==> src/rtl/iram_loader_ram.sv <==
// iram_loader_ram -- instruction RAM for the matrix-multiplier processor.
//
// Purpose:
//   DEPTH = 2**ADDR_W words of DATA_W bits. The processor port is single-clock
//   with RD_LAT (1 or 2) cycles of read latency and a q_valid strobe. Reads are
//   read-first, so a same-cycle write to the same address returns the old word.
//   A streaming loader (valid/ready) fills a contiguous, wrapping region while
//   the processor port is stalled.
//
// Ports:
//   clock, reset          rising-edge clock, synchronous active-high reset
//   address/data/wren/rden  processor access (ignored while load_busy)
//   q/q_valid/q_perr      read data, completion strobe, parity error flag
//   cpu_stall             processor accesses are being ignored (= load_busy)
//   load_start/base/len   start a bulk load (sampled in IDLE only)
//   load_data/load_valid  stream input; load_ready is the accept handshake
//   load_busy/load_done   loader active / one-cycle completion pulse
//   perr_inject           store inverted parity on this cycle's write
//
// Optional feature: define IRAM_PARITY_EN to store an even-parity bit per
// word and report mismatches on q_perr. Without it q_perr is tied low and
// perr_inject is ignored.

module iram_loader_ram #(
    parameter int unsigned DATA_W = 8,
    parameter int unsigned ADDR_W = 8,
    parameter int unsigned RD_LAT = 1
) (
    input  logic              clock,
    input  logic              reset,
    input  logic [ADDR_W-1:0] address,
    input  logic [DATA_W-1:0] data,
    input  logic              wren,
    input  logic              rden,
    output logic [DATA_W-1:0] q,
    output logic              q_valid,
    output logic              q_perr,
    output logic              cpu_stall,
    input  logic              load_start,
    input  logic [ADDR_W-1:0] load_base,
    input  logic [ADDR_W:0]   load_len,
    input  logic [DATA_W-1:0] load_data,
    input  logic              load_valid,
    output logic              load_ready,
    output logic              load_busy,
    output logic              load_done,
    input  logic              perr_inject
);

    localparam int unsigned     DEPTH     = 1 << ADDR_W;
    localparam logic [ADDR_W:0] DEPTH_CNT = {1'b1, {ADDR_W{1'b0}}};
`ifdef IRAM_PARITY_EN
    localparam int unsigned MEM_W = DATA_W + 1;
`else
    localparam int unsigned MEM_W = DATA_W;
`endif

    typedef enum logic [1:0] {S_IDLE, S_LOAD, S_DONE} state_t;

    logic [MEM_W-1:0] mem [DEPTH];

    state_t            state_q, state_d;
    logic [ADDR_W-1:0] ptr_q, ptr_d;
    logic [ADDR_W:0]   cnt_q, cnt_d;
    logic              busy_q, busy_d;
    logic              ready_q, ready_d;
    logic              done_q, done_d;

    logic              s1_valid_q, s1_valid_d;
    logic [DATA_W-1:0] s1_data_q, s1_data_d;
    logic              s1_perr_q, s1_perr_d;

    logic              ld_accept, cpu_wr, mem_we, rd_fire, rd_perr;
    logic [ADDR_W-1:0] waddr;
    logic [DATA_W-1:0] wdata;
    logic [MEM_W-1:0]  wword, rd_word;

    // Write port: loader and processor never collide since the processor is
    // locked out whenever the loader can accept.
    always_comb begin
        ld_accept = load_valid && ready_q && !reset;
        cpu_wr    = wren && !busy_q && !reset;
        mem_we    = ld_accept || cpu_wr;
        waddr     = ld_accept ? ptr_q : address;
        wdata     = ld_accept ? load_data : data;
    end

`ifdef IRAM_PARITY_EN
    // Even parity: XOR over the whole stored word is 0 for a clean word.
    assign wword   = {(^wdata) ^ perr_inject, wdata};
    assign rd_perr = ^rd_word;
`else
    logic unused_perr_inject;
    assign unused_perr_inject = perr_inject;
    assign wword   = wdata;
    assign rd_perr = 1'b0;
`endif

    assign rd_word = mem[address];
    assign rd_fire = rden && !busy_q;

    always_ff @(posedge clock) begin
        if (mem_we) begin
            mem[waddr] <= wword;
        end
    end

    // Loader next-state
    always_comb begin
        state_d = state_q;
        ptr_d   = ptr_q;
        cnt_d   = cnt_q;
        case (state_q)
            S_IDLE: begin
                if (load_start) begin
                    if (load_len != '0) begin
                        ptr_d   = load_base;
                        cnt_d   = (load_len > DEPTH_CNT) ? DEPTH_CNT : load_len;
                        state_d = S_LOAD;
                    end else begin
                        state_d = S_DONE;
                    end
                end
            end
            S_LOAD: begin
                if (ld_accept) begin
                    ptr_d = ptr_q + 1'b1;
                    cnt_d = cnt_q - 1'b1;
                    if (cnt_q == (ADDR_W+1)'(1)) begin
                        state_d = S_DONE;
                    end
                end
            end
            S_DONE:  state_d = S_IDLE;
            default: state_d = S_IDLE;
        endcase
        busy_d  = (state_d == S_LOAD);
        ready_d = (state_d == S_LOAD);
        done_d  = (state_d == S_DONE);
    end

    // First read stage: data and parity flag hold when no read is issued.
    always_comb begin
        s1_valid_d = rd_fire;
        s1_data_d  = rd_fire ? rd_word[DATA_W-1:0] : s1_data_q;
        s1_perr_d  = rd_fire ? rd_perr : s1_perr_q;
    end

    always_ff @(posedge clock) begin
        if (reset) begin
            state_q    <= S_IDLE;
            ptr_q      <= '0;
            cnt_q      <= '0;
            busy_q     <= 1'b0;
            ready_q    <= 1'b0;
            done_q     <= 1'b0;
            s1_valid_q <= 1'b0;
            s1_data_q  <= '0;
            s1_perr_q  <= 1'b0;
        end else begin
            state_q    <= state_d;
            ptr_q      <= ptr_d;
            cnt_q      <= cnt_d;
            busy_q     <= busy_d;
            ready_q    <= ready_d;
            done_q     <= done_d;
            s1_valid_q <= s1_valid_d;
            s1_data_q  <= s1_data_d;
            s1_perr_q  <= s1_perr_d;
        end
    end

    generate
        if (RD_LAT == 2) begin : g_lat2
            logic              s2_valid_q, s2_valid_d;
            logic [DATA_W-1:0] s2_data_q, s2_data_d;
            logic              s2_perr_q, s2_perr_d;

            always_comb begin
                s2_valid_d = s1_valid_q;
                s2_data_d  = s1_valid_q ? s1_data_q : s2_data_q;
                s2_perr_d  = s1_valid_q ? s1_perr_q : s2_perr_q;
            end

            always_ff @(posedge clock) begin
                if (reset) begin
                    s2_valid_q <= 1'b0;
                    s2_data_q  <= '0;
                    s2_perr_q  <= 1'b0;
                end else begin
                    s2_valid_q <= s2_valid_d;
                    s2_data_q  <= s2_data_d;
                    s2_perr_q  <= s2_perr_d;
                end
            end

            assign q       = s2_data_q;
            assign q_valid = s2_valid_q;
            assign q_perr  = s2_perr_q;
        end else begin : g_lat1
            assign q       = s1_data_q;
            assign q_valid = s1_valid_q;
            assign q_perr  = s1_perr_q;
        end
    endgenerate

    assign load_busy  = busy_q;
    assign load_ready = ready_q;
    assign load_done  = done_q;
    assign cpu_stall  = busy_q;

endmodule

==> config.mk <==
export PLATFORM = sky130hd
export DESIGN_NAME = iram_loader_ram
export DESIGN_NICKNAME = d
export VERILOG_FILES = /design/src/rtl/iram_loader_ram.sv
export SDC_FILE = /design/constraint.sdc
export NUM_CORES = 2
export LEC_CHECK = 0
export CAP_MARGIN = 20
export CORE_MARGIN = 3
export CORE_UTILIZATION = 40
export DETAILED_ROUTE_END_ITERATION = 10
export PLACE_DENSITY = 0.57
export SLEW_MARGIN = 10
export SYNTH_ARGS = -nofsm -noshare
export SYNTH_HDL_FRONTEND = slang
export SYNTH_SLANG_ARGS = --single-unit
==> constraint.sdc <==
create_clock -name clock -period 6.3 [get_ports clock]
set_input_delay 0.945 -clock clock [delete_from_list [all_inputs] [get_ports clock]]
set_output_delay 0.945 -clock clock [all_outputs]
set_load 0.01 [all_outputs]
==> impl_metrics.json <==
{
  "slew_headroom": 0.205,
  "cp-end-kind": "flip-flop",
  "fin_crit_sh": 0.731,
  "wl_per_cell_um": 29.1,
  "synth_edf_count": 2048,
  "vias": 42172,
  "crit_top_cell": "buf_4",
  "viasPerCell": 5.79,
  "groute.usage.overall": 0.199,
  "path_class": "primary input to flip-flop",
  "cp.arrival_ns": 5.04,
  "grt_pass1_vias": 41991,
  "path_cells": "clkdlybuf4s50_1 -> nor2_2 -> buf_4 -> nand3b_1 -> o31ai_1 -> nand3_1 -> buf_4 -> nor2_1",
  "cp-start-kind": "primary input",
  "gp_congestion": 0.816,
  "power.share.clock": 0.411,
  "grt_start_max_net_pins": 165,
  "crit_slowest_cell": "nor2_2",
  "final_layout_size_suffix_gt1_frac": 0.151,
  "die_x_um": 461,
  "clkSinkCount": 2078,
  "drt_pass1_iterations": 5,
  "max_stage_delay_ns": 0.83,
  "ios": 62,
  "ys_ff_latch": 2078,
  "clk_latency_ns": 0.83,
  "synth_top_area_cell": "edfxtp_1",
  "min_period_ns": 4.60,
  "mostFrequentLayoutCell": "edfxtp_1",
  "async_flop_share": 0,
  "core.rowCount": 166,
  "cts_buffers": 204,
  "ant_nets": 0,
  "final_nets": 4476,
  "worstPathMaxFanout": 16,
  "fp.dieH_um": 461,
  "dieArea_um2": 212000,
  "r2r_start": "load_ready",
  "endpoint": "mem[37][4]",
  "drv_slew": 0,
  "grt_pass1_wl_um": 306000,
  "drt_first_iter_violations": 4418,
  "pwr-share-comb": 0.054,
  "setup_tns_ns": 0,
  "worstReg2RegEnd": "mem[37][4]",
  "place_hpwl_um": 132000,
  "grt_setup_unrepaired": "false",
  "regArea_um2": 62100,
  "synth_top_area_frac": 0.744,
  "clkTransAtPathRegs_ns": 0.06,
  "worst_pin_slew_ns": 1.19,
  "ff2ff_path_depth": 8,
  "clk_path_buf_depth": 3,
  "initial_core_util": 0.403,
  "core_um2": 205000,
  "drv_cap": 0,
  "yosys-top-cells-area": "edfxtp_1, mux4_2, mux2i_1, mux4_1, nor2_1",
  "min_path_type": "flip-flop to flip-flop",
  "drcViolationCount": 0,
  "syn_inst": 4297,
  "vdd_drop_max_uv": 281,
  "n_fill_cell": 17334,
  "p_leak_uw": 0.0293,
  "worstSetupStartpoint": "reset",
  "synth_ff_type": "edfxtp_1",
  "syn-num-nets": 4348,
  "worst_ep_required_time_ns": 6.74,
  "cts.repair.resized": 0,
  "multiInputGateArea_um2": 18400,
  "grt_antenna_before_repair": 5,
  "power_density_nw_per_um2": 311,
  "synth_area_um2": 82700,
  "hold_buffers": 0,
  "wirelength_um": 212000,
  "grt-ovfl-total": 0,
  "final_area_um2": 92100,
  "fmax_mhz": 217,
  "p_seq_frac": 0.535,
  "regToRegSetupSlack_ns": 1.96,
  "ys_warn_count": 0,
  "setup_viol_count_final": 0,
  "cts_tree": "done",
  "netSwitchingFraction": 0.218,
  "path_delay_family": "simple AND/OR/NAND/NOR gates",
  "area_growth_pct": 11.4,
  "post_cts_buffers": 0,
  "fin_worst_skew_ns": 0.0279,
  "placed_cell_area_um2": 85700,
  "ys_types": 73,
  "p_int_uw": 22400,
  "hold_viol_final": 0,
  "synth_seq_area_share": 0.751,
  "status": "finished clean",
  "switchingPower_uw": 6260,
  "crit_cells": 8,
  "worst-path-buf-inv": 3,
  "clock_tree.htree_level_count": 4,
  "cts_root_buf": "clkbuf_16",
  "portBuffers": 59,
  "mostFrequentLayoutCells": "edfxtp_1, mux2i_1, nor2_1",
  "avgSynthCellArea_um2": 19.2
}
[flip-flops by register name (all words and copies together), names as in the netlist]
signal / cells
mem: 2048
cnt_q: 9
ptr_q: 8
q: 8
state_q: 2
load_done: 1
load_ready: 1
q_valid: 1
[worst register-to-register path, cell delays in order, from the launching register on]
cell and delay, ns:
dfxtp_1 0.43, nand2_1 0.13, nor2_2 0.74, buf_4 0.35, nand3b_1 0.09, o31ai_1 0.26
nand3_1 0.76, buf_4 0.46, nor2_1 0.73
[logic make-up (layout without fill, tap and decap cells)]
family	after synthesis	count (layout)	share of synthesized area
adder cells (fa/ha/maj)	3	3	0.000454
buffers and inverters	278	571	0.0281
AO/OA/AOI/OAI	555	555	0.0469
multiplexers	737	737	0.140
other	1	7	0.0000453
flip-flops	2078	2078	0.751
AND/OR/NAND/NOR	645	645	0.0337
[Yosys cell counts, drive strengths merged (4+ instances only)]
cell and n:
a2111oi 26, a211o 12, a211oi 54, a21oi 79, a221oi 32, a22oi 25, a311oi 5, a31oi 6
and2 8, buf 173, clkbuf 94, dfxtp 30, edfxtp 2048, inv 10, mux2i 421, mux4 315
nand2 175, nand2b 11, nand3 48, nand3b 15, nand4 4, nor2 317, nor2b 4, nor3 21
nor4 14, o211ai 7, o21a 5, o21ai 76, o221ai 56, o22ai 141, o31ai 11, or3 10
[layer usage]
layer,share of wire,vias to the layer above,track usage
met1,0.44,22462,0.283
li1,-,17934,-
met4,0.022,0,0.0508
met5,0,-,0
met2,0.48,1512,0.318
met3,0.065,264,0.0344
[final cells by class]
| class | instances | share of cell area |
|---|---|---|
| diodes | 6 | 0.000163 |
| clock buffers | 268 | 0.0595 |
| clock inverters | 103 | 0.00997 |
| inverters | 11 | 0.000502 |
| multi-input cells | 1941 | 0.199 |
| flip-flops and latches | 2078 | 0.674 |
| well taps | 2688 | 0.0365 |
| repair buffers | 189 | 0.0201 |
[power groups by stage]
stage / clock network (µW) / logic (µW) / registers (µW)
global route: 12600 / 1640 / 15300
global placement: 0 / 1530 / 15600
detailed placement: 0 / 1560 / 15600
finish: 11800 / 1550 / 15300
CTS: 12000 / 1560 / 15300
floorplan: 0 / 970 / 15700
[how the worst min path moves through the flow]
stage,startpoint,endpoint,slack [ns],depth (start not counted)
5_1_grt,cnt_q[7],cnt_q[7],0.54,2
3_5_place_dp,cnt_q[7],cnt_q[7],0.49,2
3_3_place_gp,cnt_q[7],cnt_q[7],0.47,2
4_1_cts,cnt_q[7],cnt_q[7],0.50,2
2_1_floorplan,cnt_q[7],cnt_q[7],0.46,2
6_report,cnt_q[7],cnt_q[7],0.49,2
[stage by stage]
step | instances | util | total power (µW) | hold slack (ns) | setup slack [ns]
floorplan | 4297 | - | 16700 | 0.455 | 0.619
global placement | 6901 | 0.418 | 17200 | 0.472 | 0.910
detailed placement | 6902 | 0.418 | 17200 | 0.489 | 0.781
CTS | 7273 | 0.449 | 28900 | 0.496 | 1.70
global route | 7280 | 0.449 | 29500 | 0.535 | 1.60
finish | 7284 | 0.450 | 28700 | 0.490 | 1.70
(Power assumes the default switching activity.)
